### src/rtl/uart_rx_framed_pkg.sv
// rtl/uart_rx_framed_pkg.sv - shared parity codes, FSM state encoding and vote helper
// Shared between the receiver and the future transmitter so both agree on the
// parity encoding.
package uart_rx_framed_pkg;

    localparam int PARITY_NONE = 0;
    localparam int PARITY_ODD  = 1;
    localparam int PARITY_EVEN = 2;

    typedef enum logic [2:0] {
        ST_IDLE,
        ST_START,
        ST_DATA,
        ST_PARITY,
        ST_STOP,
        ST_BRK_WAIT
    } rx_state_t;

    function automatic logic majority3(input logic [2:0] v);
        return (v[0] & v[1]) | (v[0] & v[2]) | (v[1] & v[2]);
    endfunction

endpackage

### src/rtl/uart_rx_sampler.sv
// rtl/uart_rx_sampler.sv - RXD synchroniser, 3-sample history, majority vote, bit timer
// Ports:
//   CLK, RST   clock, synchronous active-high reset
//   RXD        raw asynchronous serial input
//   clear      restart the bit timer (start edge seen)
//   mid_tick   bit timer is at the middle of the current bit
//   bit_val    majority of the last three synchronised samples
//   fall_edge  synchronised line just went 1 -> 0
//   line_idle  the last three synchronised samples were all 1
module uart_rx_sampler
    import uart_rx_framed_pkg::*;
#(
    parameter int CLKS_PER_BIT = 26,
    parameter int SYNC_STAGES  = 2
) (
    input  logic CLK,
    input  logic RST,
    input  logic RXD,
    input  logic clear,
    output logic mid_tick,
    output logic bit_val,
    output logic fall_edge,
    output logic line_idle
);

    localparam int CW = $clog2(CLKS_PER_BIT);
    localparam logic [CW-1:0] MID  = CW'(CLKS_PER_BIT / 2);
    localparam logic [CW-1:0] LAST = CW'(CLKS_PER_BIT - 1);

    logic [SYNC_STAGES-1:0] sync_q;
    logic [2:0]             hist_q;
    logic [CW-1:0]          cnt_q;
    logic                   line;

    assign line = sync_q[SYNC_STAGES-1];

    // Sync chain and history reset to 1 so an idle line is not seen as a start edge.
    always_ff @(posedge CLK) begin
        if (RST) begin
            sync_q <= '1;
            hist_q <= '1;
            cnt_q  <= '0;
        end else begin
            sync_q <= {sync_q[SYNC_STAGES-2:0], RXD};
            hist_q <= {hist_q[1:0], line};
            if (clear || cnt_q == LAST)
                cnt_q <= '0;
            else
                cnt_q <= cnt_q + CW'(1);
        end
    end

    assign fall_edge = hist_q[0] & ~line;
    assign mid_tick  = (cnt_q == MID);
    assign bit_val   = majority3(hist_q);
    assign line_idle = &hist_q;

endmodule

### src/rtl/uart_rx_framed.sv
// rtl/uart_rx_framed.sv - framed UART receiver with parity/framing/break/overrun flags
// Ports:
//   CLK, RST    clock, synchronous active-high reset
//   RXD         asynchronous serial input, idles high
//   DATA        received word, held while VALID
//   VALID       holding register occupied
//   READY       consumer accepts on VALID && READY
//   PARITY_ERR  parity mismatch for DATA (0 when no parity)
//   FRAME_ERR   a stop bit of DATA's frame sampled 0
//   OVERRUN     DATA overwrote an unaccepted word
//   BREAK       one-cycle pulse on break detection
module uart_rx_framed
    import uart_rx_framed_pkg::*;
#(
    parameter int CLKS_PER_BIT = 26,
    parameter int DATA_BITS    = 8,
    parameter int PARITY       = 0,
    parameter int STOP_BITS    = 1,
    parameter int SYNC_STAGES  = 2
) (
    input  logic                 CLK,
    input  logic                 RST,
    input  logic                 RXD,
    output logic [DATA_BITS-1:0] DATA,
    output logic                 VALID,
    input  logic                 READY,
    output logic                 PARITY_ERR,
    output logic                 FRAME_ERR,
    output logic                 OVERRUN,
    output logic                 BREAK
);

    localparam int IW = $clog2(DATA_BITS + 1);
    localparam logic [IW-1:0] LAST_DATA = IW'(DATA_BITS - 1);
    localparam logic [IW-1:0] LAST_STOP = IW'(STOP_BITS - 1);
    localparam logic          ODD_INV   = (PARITY == PARITY_ODD);
    localparam logic          HAS_PAR   = (PARITY != PARITY_NONE);

    rx_state_t state_q, state_d;

    logic                 mid_tick, bit_val, fall_edge, line_idle;
    logic [IW-1:0]        idx_q;
    logic [DATA_BITS-1:0] shift_q;
    logic                 zero_q;   // every bit so far in this frame was 0
    logic                 perr_q;
    logic                 ferr_q;
    logic                 clear_cnt, brk_det, word_done;

    uart_rx_sampler #(
        .CLKS_PER_BIT(CLKS_PER_BIT),
        .SYNC_STAGES (SYNC_STAGES)
    ) u_sampler (
        .CLK      (CLK),
        .RST      (RST),
        .RXD      (RXD),
        .clear    (clear_cnt),
        .mid_tick (mid_tick),
        .bit_val  (bit_val),
        .fall_edge(fall_edge),
        .line_idle(line_idle)
    );

    always_ff @(posedge CLK) begin
        if (RST)
            state_q <= ST_IDLE;
        else
            state_q <= state_d;
    end

    always_comb begin
        state_d = state_q;
        case (state_q)
            ST_IDLE:     if (fall_edge) state_d = ST_START;
            ST_START:    if (mid_tick) state_d = bit_val ? ST_IDLE : ST_DATA;
            ST_DATA:     if (mid_tick && idx_q == LAST_DATA)
                             state_d = HAS_PAR ? ST_PARITY : ST_STOP;
            ST_PARITY:   if (mid_tick) state_d = ST_STOP;
            ST_STOP:     if (mid_tick) begin
                             if (brk_det)
                                 state_d = ST_BRK_WAIT;
                             else if (idx_q == LAST_STOP)
                                 state_d = ST_IDLE;
                         end
            ST_BRK_WAIT: if (line_idle) state_d = ST_IDLE;
            default:     state_d = ST_IDLE;
        endcase
    end

    // Break is decided on the first stop bit only; completion is on the last one.
    always_comb begin
        clear_cnt = (state_q == ST_IDLE) && fall_edge;
        brk_det   = (state_q == ST_STOP) && mid_tick && (idx_q == '0) && zero_q && !bit_val;
        word_done = (state_q == ST_STOP) && mid_tick && (idx_q == LAST_STOP) && !brk_det;
    end

    always_ff @(posedge CLK) begin
        if (RST) begin
            idx_q   <= '0;
            shift_q <= '0;
            zero_q  <= 1'b0;
            perr_q  <= 1'b0;
            ferr_q  <= 1'b0;
        end else if (mid_tick) begin
            case (state_q)
                ST_START: begin
                    idx_q  <= '0;
                    zero_q <= 1'b1;
                    perr_q <= 1'b0;
                    ferr_q <= 1'b0;
                end
                ST_DATA: begin
                    shift_q <= {bit_val, shift_q[DATA_BITS-1:1]};
                    zero_q  <= zero_q & ~bit_val;
                    idx_q   <= (idx_q == LAST_DATA) ? '0 : idx_q + IW'(1);
                end
                ST_PARITY: begin
                    perr_q <= bit_val ^ (^shift_q) ^ ODD_INV;
                    zero_q <= zero_q & ~bit_val;
                end
                ST_STOP: begin
                    ferr_q <= ferr_q | ~bit_val;
                    idx_q  <= idx_q + IW'(1);
                end
                default: ;
            endcase
        end
    end

    // One-entry holding register; a completing word always wins over an accept.
    always_ff @(posedge CLK) begin
        if (RST) begin
            DATA       <= '0;
            VALID      <= 1'b0;
            PARITY_ERR <= 1'b0;
            FRAME_ERR  <= 1'b0;
            OVERRUN    <= 1'b0;
            BREAK      <= 1'b0;
        end else begin
            BREAK <= brk_det;
            if (word_done) begin
                DATA       <= shift_q;
                VALID      <= 1'b1;
                PARITY_ERR <= HAS_PAR & perr_q;
                FRAME_ERR  <= ferr_q | ~bit_val;
                OVERRUN    <= VALID & ~READY;
            end else if (VALID && READY) begin
                VALID      <= 1'b0;
                PARITY_ERR <= 1'b0;
                FRAME_ERR  <= 1'b0;
                OVERRUN    <= 1'b0;
            end
        end
    end

endmodule

### config.mk
export PLATFORM = sky130hd
export DESIGN_NAME = uart_rx_framed
export DESIGN_NICKNAME = d
export VERILOG_FILES = /design/src/rtl/uart_rx_framed_pkg.sv /design/src/rtl/uart_rx_sampler.sv /design/src/rtl/uart_rx_framed.sv
export SDC_FILE = /design/constraint.sdc
export NUM_CORES = 1
export LEC_CHECK = 0
export ABC_AREA = 1
export BUFFER_PORTS_ARGS = -buffer_cell sky130_fd_sc_hd__clkbuf_2
export CAP_MARGIN = 20
export CORE_ASPECT_RATIO = 1.25
export CORE_MARGIN = 2
export CORE_UTILIZATION = 35
export CTS_BUF_LIST = sky130_fd_sc_hd__clkbuf_8 sky130_fd_sc_hd__clkbuf_16
export DETAILED_ROUTE_END_ITERATION = 10
export PLACE_DENSITY = 0.57
export SYNTH_ARGS = -nofsm -noshare
export SYNTH_HDL_FRONTEND = slang
export SYNTH_SLANG_ARGS = --single-unit
### constraint.sdc
create_clock -name CLK -period 2.25 [get_ports CLK]
set_input_delay 0.675 -clock CLK [delete_from_list [all_inputs] [get_ports CLK]]
set_output_delay 0.675 -clock CLK [all_outputs]
set_load 0.02 [all_outputs]
==> results of run 1 <==
## how the worst max path moves through the flow
stage	from	to	slack [ns]	depth (start not counted)
after floorplan	u_sampler.cnt_q[0]	DATA[1]	0.90	9
after global placement	RST	DATA[7]	0.66	4
after detailed placement	RST	DATA[7]	0.60	4
after CTS	u_sampler.cnt_q[0]	OVERRUN	0.66	9
after global routing	u_sampler.cnt_q[0]	OVERRUN	0.53	9
final	u_sampler.cnt_q[0]	OVERRUN	0.69	9
## worst reg2reg max path, stage by stage (launching register included)
cell and delay, ns:
sky130_fd_sc_hd__dfxtp_1 0.38, sky130_fd_sc_hd__ha_1 0.18, sky130_fd_sc_hd__nand2_2 0.07, sky130_fd_sc_hd__inv_1 0.08, sky130_fd_sc_hd__nand2_1 0.12, sky130_fd_sc_hd__nor2_4 0.15
sky130_fd_sc_hd__nand3_4 0.16, sky130_fd_sc_hd__clkinv_2 0.17, sky130_fd_sc_hd__nand2_1 0.06, sky130_fd_sc_hd__a21oi_1 0.13
## state kept, by name, indices dropped and copies added (netlist names)
register          count
DATA                  8
shift_q               8
u_sampler.cnt_q       5
idx_q                 4
state_q               3
u_sampler.hist_q      3
u_sampler.sync_q      2
BREAK                 1
FRAME_ERR             1
OVERRUN               1
VALID                 1
ferr_q                1
zero_q                1
## power groups by stage
stage	combinational, mW	clock (mW)	sequential (mW)
global route	0.440	0.730	0.777
floorplan	0.320	0	0.779
finish	0.382	0.689	0.771
detailed placement	0.385	0	0.786
CTS	0.388	0.701	0.770
global placement	0.386	0	0.786
## cell families after synthesis
group / Yosys count / share of synthesized area, %
buffers and inverters: 28 / 6.76
other: 1 / 0.216
adder cells (fa/ha/maj): 4 / 2.88
AO/OA/AOI/OAI: 32 / 9.35
flip-flops: 39 / 44.9
AND/OR/NAND/NOR: 131 / 34.9
XOR/XNOR: 2 / 1.01
## metrics by stage
step | cell area [um2] | util (%) | std cells
6_report | 2000 | 42.0 | 316
5_1_grt | 2000 | 42.0 | 316
4_1_cts | 2000 | 42.0 | 316
3_5_place_dp | 1870 | 39.2 | 308
3_3_place_gp | 1870 | 39.2 | 308
2_1_floorplan | 1740 | - | 237
## synth_stat cells (all sizes together) (2+ instances only)
master	number	share of area, %
xor2	2	1.0
nand4	2	0.72
a31oi	2	0.72
buf	4	1.5
o21ai	23	6.6
nand3	15	5.0
or2	5	1.8
a21oi	7	2.0
dfxtp	39	45
inv	22	4.7
nor2	57	14
ha	4	2.9
nand2	51	13
## cell type report
type                    instances  share of cell area (%)
multi-input cells             170                    42.1
flip-flops and latches         39                    39.0
inverters                      23                    4.38
repair buffers                 16                    4.13
well taps                      60                    3.75
clock buffers                   5                    3.44
clock inverters                 3                    3.19
## layer usage
| metal | global-route usage [%] | share of wire (%) | vias up |
|---|---|---|---|
| li1 | - | - | 780 |
| met1 | 14.8 | 46 | 638 |
| met2 | 20.6 | 48 | 19 |
| met3 | 3.66 | 3.9 | 6 |
| met4 | 6.12 | 2.2 | 0 |
| met5 | 0 | 0 | - |
==> results.md, run 1 <==
- Setup repair after global routing left no endpoint under its margin.
- Of the total power, the share spent switching nets is 29.7%.
- The pin slew with the least headroom to its limit is 0.605 ns.
- Clock-pin slew was measured on the worst setup and hold paths at 0.08 ns.
- The number of buffer cells added on primary ports is 15.
- The number of buffers and inverters on the critical path is 2.
- The worst slack at placement is 0.600 ns.
- The min-delay analysis places its worst path in the category flip-flop to flip-flop.
- The most numerous cell on the critical path is sky130_fd_sc_hd__nand2_1.
- On the critical path, the stage with the largest delay is an instance of sky130_fd_sc_hd__dfxtp_1.
- The path depth of the worst reg2reg path is 9.
- The combined flip-flop and latch cell area is 781 um2.
- The number of buffers inserted during clock tree synthesis is 5.
- The commonest non-fill, non-tap cell in the layout is sky130_fd_sc_hd__nor2_1.
- The worst-case headroom to the max-slew limit is 59.6%.
- The clock arrives with 0.00559 ns of skew.
- Across all layers, the routed design uses 1443 vias.
- Entering global routing, the biggest net connects 24 pins.
- The floorplan step defined a die boundary enclosing 5550 um2.
- Synthesis inferred 39 register bits.
- During I/O placement, the number of pins put on the boundary was 17.
- In this design, the stage delay of the slowest critical-path cell is 0.38 ns.
- The internal portion of the total power is 1.30 mW.
- The design draws 1.84 mW.
- Counting I/O delays and the setup requirement, the final critical path takes 1.56 ns.
- The maximum fanout along the worst path is 12.
- For this design the total switching power over the nets is 547 uW.
- The fraction of power consumed by combinational cells is 20.8%.
- The number of max-slew violations in the final report is 0.
- The number of inserted filler cells in the final layout is 507.
- The floorplan step set the die width to 67.1 um.
- Clock latency on the worst-skew pair, taken at its later pin, is 0.29 ns.
- The detail route stage leaves a number of antenna-violating nets equal to 0.
- The tool flagged a number of max-cap violations equal to 0.
- The startpoint identified for the worst hold timing path is u_sampler.sync_q[0].
- The post-route netlist has 16.8% of its cells at a drive strength greater than 1.
- At the end of routability-driven placement, the weighted congestion stood at 0.795.
- The endpoint kind of the worst setup timing path is a flip-flop.
- In the layout the commonest cells are sky130_fd_sc_hd__nor2_1 (52), sky130_fd_sc_hd__nand2_1 (44), sky130_fd_sc_hd__dfxtp_1 (39), sky130_fd_sc_hd__inv_1 (22), sky130_fd_sc_hd__clkbuf_2 (15).
- The worst hold path terminates at u_sampler.sync_q[1].
- The HPWL after detailed placement is 2.37 mm.
- The number of global-route vias before repair is 1274.
- The starting density of the core is 36.5%.
- The chip height is 82.8 um.
- The instance count of the mapped netlist is 237.
- The hold violation count in the final report is 0.
- Dividing the detail-routed wire length by the instance count gives 10.0 um.
- The number of levels the H-tree was split into is 2.
- In the synthesized netlist the dominant register cell turns out to be sky130_fd_sc_hd__dfxtp_1.
- The maximum vdd drop is 296 uV.
- In the final timing run, aggregate negative setup slack is 0 ns.
- Once the clock tree was built, the setup fixing pass inserted 0 buffers.
- Across all register-to-register paths, the minimum setup slack is 0.69 ns.
- In this run the mean area of a mapped cell was 7.34 um2.
- The top cell family by delay on the critical path is simple AND/OR/NAND/NOR gates.
- The number of failing setup endpoints in the final timing report is 0.
- The final wirelength is 3.17 mm.
- The flow ran to the end, and the final reports show no timing, DRC or antenna violations.
- The number of nets in the synthesized netlist is 245.
- The post-route worst hold slack is 0.413 ns.
- TritonCTS built the clock tree.
- The sequential cell fraction of total power is 41.8%.
- The number of cells upsized or downsized after cts is 0.
- Synthesis instantiated 26 different standard cells from the library.
- For this run, the top clock speed supported by timing is 639 MHz.
- In the routed design, unresolved DRC markers number 0.
- The critical path start-end classification is flip-flop to flip-flop.
- The detailed-route vias per instance is 4.57.
- For this run, asynchronously set or reset flops after synthesis account for 0%.
- The Yosys warning count is 0.
- The number of buffers between clock root and the deepest sink is 2.
- The wire length of the first global-routing pass is 5.46 mm.
- The initial DRC count is 58.
- The endpoint arrival time on the critical path is 1.80 ns.
- The number of antenna diodes in the final layout is 0.
- The number of placement rows is 28.
- The multi-input combinational cell area is 841 um2.
- The total iterations of the first detailed-routing run is 4.
- Counting every sink on the clock net gives 39.
- In this run the critical register-to-register path is captured at OVERRUN.
- The worst setup path is launched from a flip-flop.
- Dividing the final minimum period by the clock period gives 69.5%.
- The worst setup margin is 0.686 ns.
- The growth of design area from synthesis to finish is 15.0%.
- The analysis attributes to cell leakage a power of 0.883 nW.
- Yosys mapped a number of flops with a built-in enable equal to 0.
- Power spread over the standard cell area amounts to 922 nW/um2.
- The total congestion overflow after global routing is 0.
- Traced cell by cell, the critical path runs through ha_1 -> nand2_2 -> inv_1 -> nand2_1 -> nor2_4 -> nand3_4 -> clkinv_2 -> nand2_1 -> a21oi_1.
- Global routing used 12.7% of the available tracks across all layers.
- The launch point of the worst reg-to-reg path is u_sampler.cnt_q[0].
- At the worst endpoint, the required time is 2.48 ns.
- The cts-stage hold buffer count is 0.
- The cell area after synthesis is 1740 um2.
- The share of total power dissipated in the clock network is 37.4%.
- The number of antenna violations at the first check in global routing is 0.
- The proportion of synthesized chip area in sequential cells is 44.9%.
- Counting instances, the worst hold path has a depth of 1.
- The clock tree root driver cell is sky130_fd_sc_hd__clkbuf_8.
- The number of nets in the layout is 263.
- The core region is 4760 um2.
Note: power is estimated with default switching activity, not from simulation.
==> run 2: changes to the inputs <==
==> constraint.sdc (replaced) <==
create_clock -name CLK -period 1.45 [get_ports CLK]
set_input_delay 0.435 -clock CLK [delete_from_list [all_inputs] [get_ports CLK]]
set_output_delay 0.435 -clock CLK [all_outputs]
set_load 0.02 [all_outputs]
==> results.md, run 2 (synthesized netlist as in run 1, its figures left out) <==
- The number of buffers and inverters on the critical path is 3.
- The number of inserted filler cells in the final layout is 498.
- The top cell family by delay on the critical path is simple AND/OR/NAND/NOR gates.
- The floorplan step defined a die boundary enclosing 5550 um2.
- Data on the critical path arrives at its endpoint at 1.61 ns.
- The via count is 1520.
- The growth of design area from synthesis to finish is 25.0%.
- The critical path start-end classification is flip-flop to flip-flop.
- The clock-pin slew on the worst setup and hold paths is 0.07 ns.
- The number of maximum-capacitance constraint violations is 0.
- The number of buffers inserted during clock tree synthesis is 5.
- Setup violations remaining at the end of the flow were counted as 0.
- The sink count of the clock tree is 39.
- Combinational logic burns 25.6% of the power.
- The power consumption is 2.88 mW.
- The die is 82.8 um tall.
- The maximum fanout along the worst path is 7.
- The insertion delay to the later sink of the worst-skew pair is 0.29 ns.
- Between clock sinks in the finished design, the worst skew comes to 0.00468 ns.
- The clock period could shrink to 1.38 ns.
- The number of global-route vias before repair is 1381.
- The share of the core filled with cells is 45.6%.
- Walking the worst path, the cells encountered are inv_2 -> ha_4 -> nand2_4 -> inv_4 -> nand2_4 -> nor2_4 -> nand3_4 -> clkinv_4 -> nand2_1 -> a21oi_2.
- The run finished with clean final reports.
- The worst slack at placement is -0.0399 ns.
- The worst setup margin is 0.0679 ns.
- The global placer's final weighted congestion is 0.866.
- The internal portion of the total power is 1.97 mW.
- The clock network is responsible for 32.9% of the overall power.
- In the routed layout, each cell is associated on average with a via count of 4.62.
- Leaving out fill and tap cells, the most frequent cell in the layout is sky130_fd_sc_hd__nor2_1.
- The cell count after placement is 316.
- The placeable core region is 4760 um2.
- The multi-input combinational cells in the finished layout cover a total of 913 um2.
- The combined flip-flop and latch cell area is 786 um2.
- The number of buffers between clock root and the deepest sink is 2.
- The CTS tree is done.
- STA classifies the critical path startpoint as a flip-flop.
- In this run the horizontal extent of the chip is 67.1 um.
- The number of nets in the layout is 276.
- The maximum achievable frequency is 724 MHz.
- Entering global routing, the biggest net connects 21 pins.
- The post-route DRC violation count is 0.
- The H-tree generated during clock tree synthesis spans 2 levels.
- In this run the count of I/O pins placed on the die edge is 17.
- Dividing total power by cell area gives a power density of 1330 nW/um2.
- The number of buffer cells added on primary ports is 15.
- In this run switching power makes up 31.7% of total power.
- The endpoint kind of the worst setup timing path is a flip-flop.
- In this design, the critical path's most frequently occurring cell is sky130_fd_sc_hd__nand2_4.
- The cts-stage hold buffer count is 0.
- The final instance count without filler cells is 329.
- The total iterations of the first detailed-routing run is 6.
- The clock tree root driver cell is sky130_fd_sc_hd__clkbuf_8.
- The detail-routed net length per standard cell is 10.6 um.
- The wire length of the first global-routing pass is 5.77 mm.
- The cell with the largest stage delay on the worst path is sky130_fd_sc_hd__dfxtp_2.
- The repair_antennas step left the layout with diodes totalling 0.
- The HPWL after detailed placement is 2.44 mm.
- The hold violation count in the final report came to 0.
- The number of max-slew violations in the final report was 0.
- The largest registers in the layout are DATA (8), shift_q (8), u_sampler.cnt_q (5).
- Setup repair after global routing could not meet its margin everywhere.
- Summed over all nets, the switching power comes to 913 uW.
- The all-layer global routing usage is 13.2%.
- The count of nets left with antenna violations once routing finished came out at 0.
- The final wirelength is 3.48 mm.
- Sequential cells burn 41.4% of the power.
- Leaving out fill and tap cells, the most frequent cells in the layout are sky130_fd_sc_hd__nor2_1 (49), sky130_fd_sc_hd__nand2_1 (43), sky130_fd_sc_hd__dfxtp_1 (35), sky130_fd_sc_hd__inv_1 (18), sky130_fd_sc_hd__clkbuf_2 (15).
- The classification of the worst-slack hold path is input port to flip-flop.
- The initial utilization of the core area, before any placement, comes to 36.5%.
- The initial DRC count is 75.
- Row generation in the floorplan step produced 28 rows.
- The layout cell share with drive strength beyond 1 is 27.9%.
- The final clock period utilization by the worst path is 95.3%.
- The maximum vdd drop is 579 uV.
- The number of antenna violations at the first check in global routing is 0.
- For the worst setup path, the data required time is 1.68 ns.
- Summed over all layers, the global routing overflow is 0.
- The leakage power of the design is 0.980 nW.
- The largest single stage delay on the critical path is 0.33 ns.
-- run 2: repair_timing --
| item | 4_1_cts | 5_1_grt |
|---|---|---|
| pin swaps | 0 | 8 |
| setup buffers | 0 | 3 |
| gates cloned | 0 | 2 |
| setup endpoints to repair | 11 | 25 |
| resized for setup | 3 | 26 |
-- run 2: per-stage QoR --
step / hold WS [ns] / setup TNS (ns) / cell area (um2)
CTS: 0.316 / 0 / 2060
finish: 0.323 / 0 / 2170
global placement: 0.392 / -0.00249 / 1940
global route: 0.330 / -0.173 / 2170
floorplan: 0.389 / 0 / 1740
detailed placement: 0.412 / -0.332 / 1940
-- run 2: layer usage --
layer  vias up  GRT usage, %  share of wire [%]
li1        810             -                  -
met5         -             0                  0
met3         5          3.93                3.5
met1       686          15.7                 47
met4         0          6.12                1.9
met2        19          21.2                 47
-- run 2: path summary, 6_finish.rpt --
kind	end	slack, ns	start	depth (start not counted)
max	OVERRUN	0.07	u_sampler.cnt_q[1]	10
min	u_sampler.sync_q[0]	0.32	RXD	2
max reg2reg	OVERRUN	0.07	u_sampler.cnt_q[1]	10
min reg2reg	u_sampler.sync_q[1]	0.42	u_sampler.sync_q[0]	1
-- run 2: area by class of cell --
cell class                      count  share of cell area [%]
Multi-Input combinational cell    171                    42.0
Sequential cell                    39                    36.2
Timing Repair Buffer               27                    8.18
Inverter                           23                    4.55
Clock buffer                        6                    3.80
Tap cell                           60                    3.45
Clock inverter                      2                    1.61
Timing Repair inverter              1                   0.230
-- run 2: worst reg2reg max path, stage by stage, from the launching register on --
cell and delay [ns]:
sky130_fd_sc_hd__dfxtp_2 0.33, sky130_fd_sc_hd__inv_2 0.06, sky130_fd_sc_hd__ha_4 0.13, sky130_fd_sc_hd__nand2_4 0.06, sky130_fd_sc_hd__inv_4 0.06, sky130_fd_sc_hd__nand2_4 0.06, sky130_fd_sc_hd__nor2_4 0.19, sky130_fd_sc_hd__nand3_4 0.16
sky130_fd_sc_hd__clkinv_4 0.11, sky130_fd_sc_hd__nand2_1 0.06, sky130_fd_sc_hd__a21oi_2 0.10
-- run 2: power by group through the flow --
stage	combinational (mW)	sequential, mW	clock, mW
floorplan	0.497	1.21	0
global placement	0.657	1.21	0
detailed placement	0.655	1.21	0
CTS	0.667	1.18	0.989
global route	0.837	1.20	1.02
finish	0.739	1.19	0.948
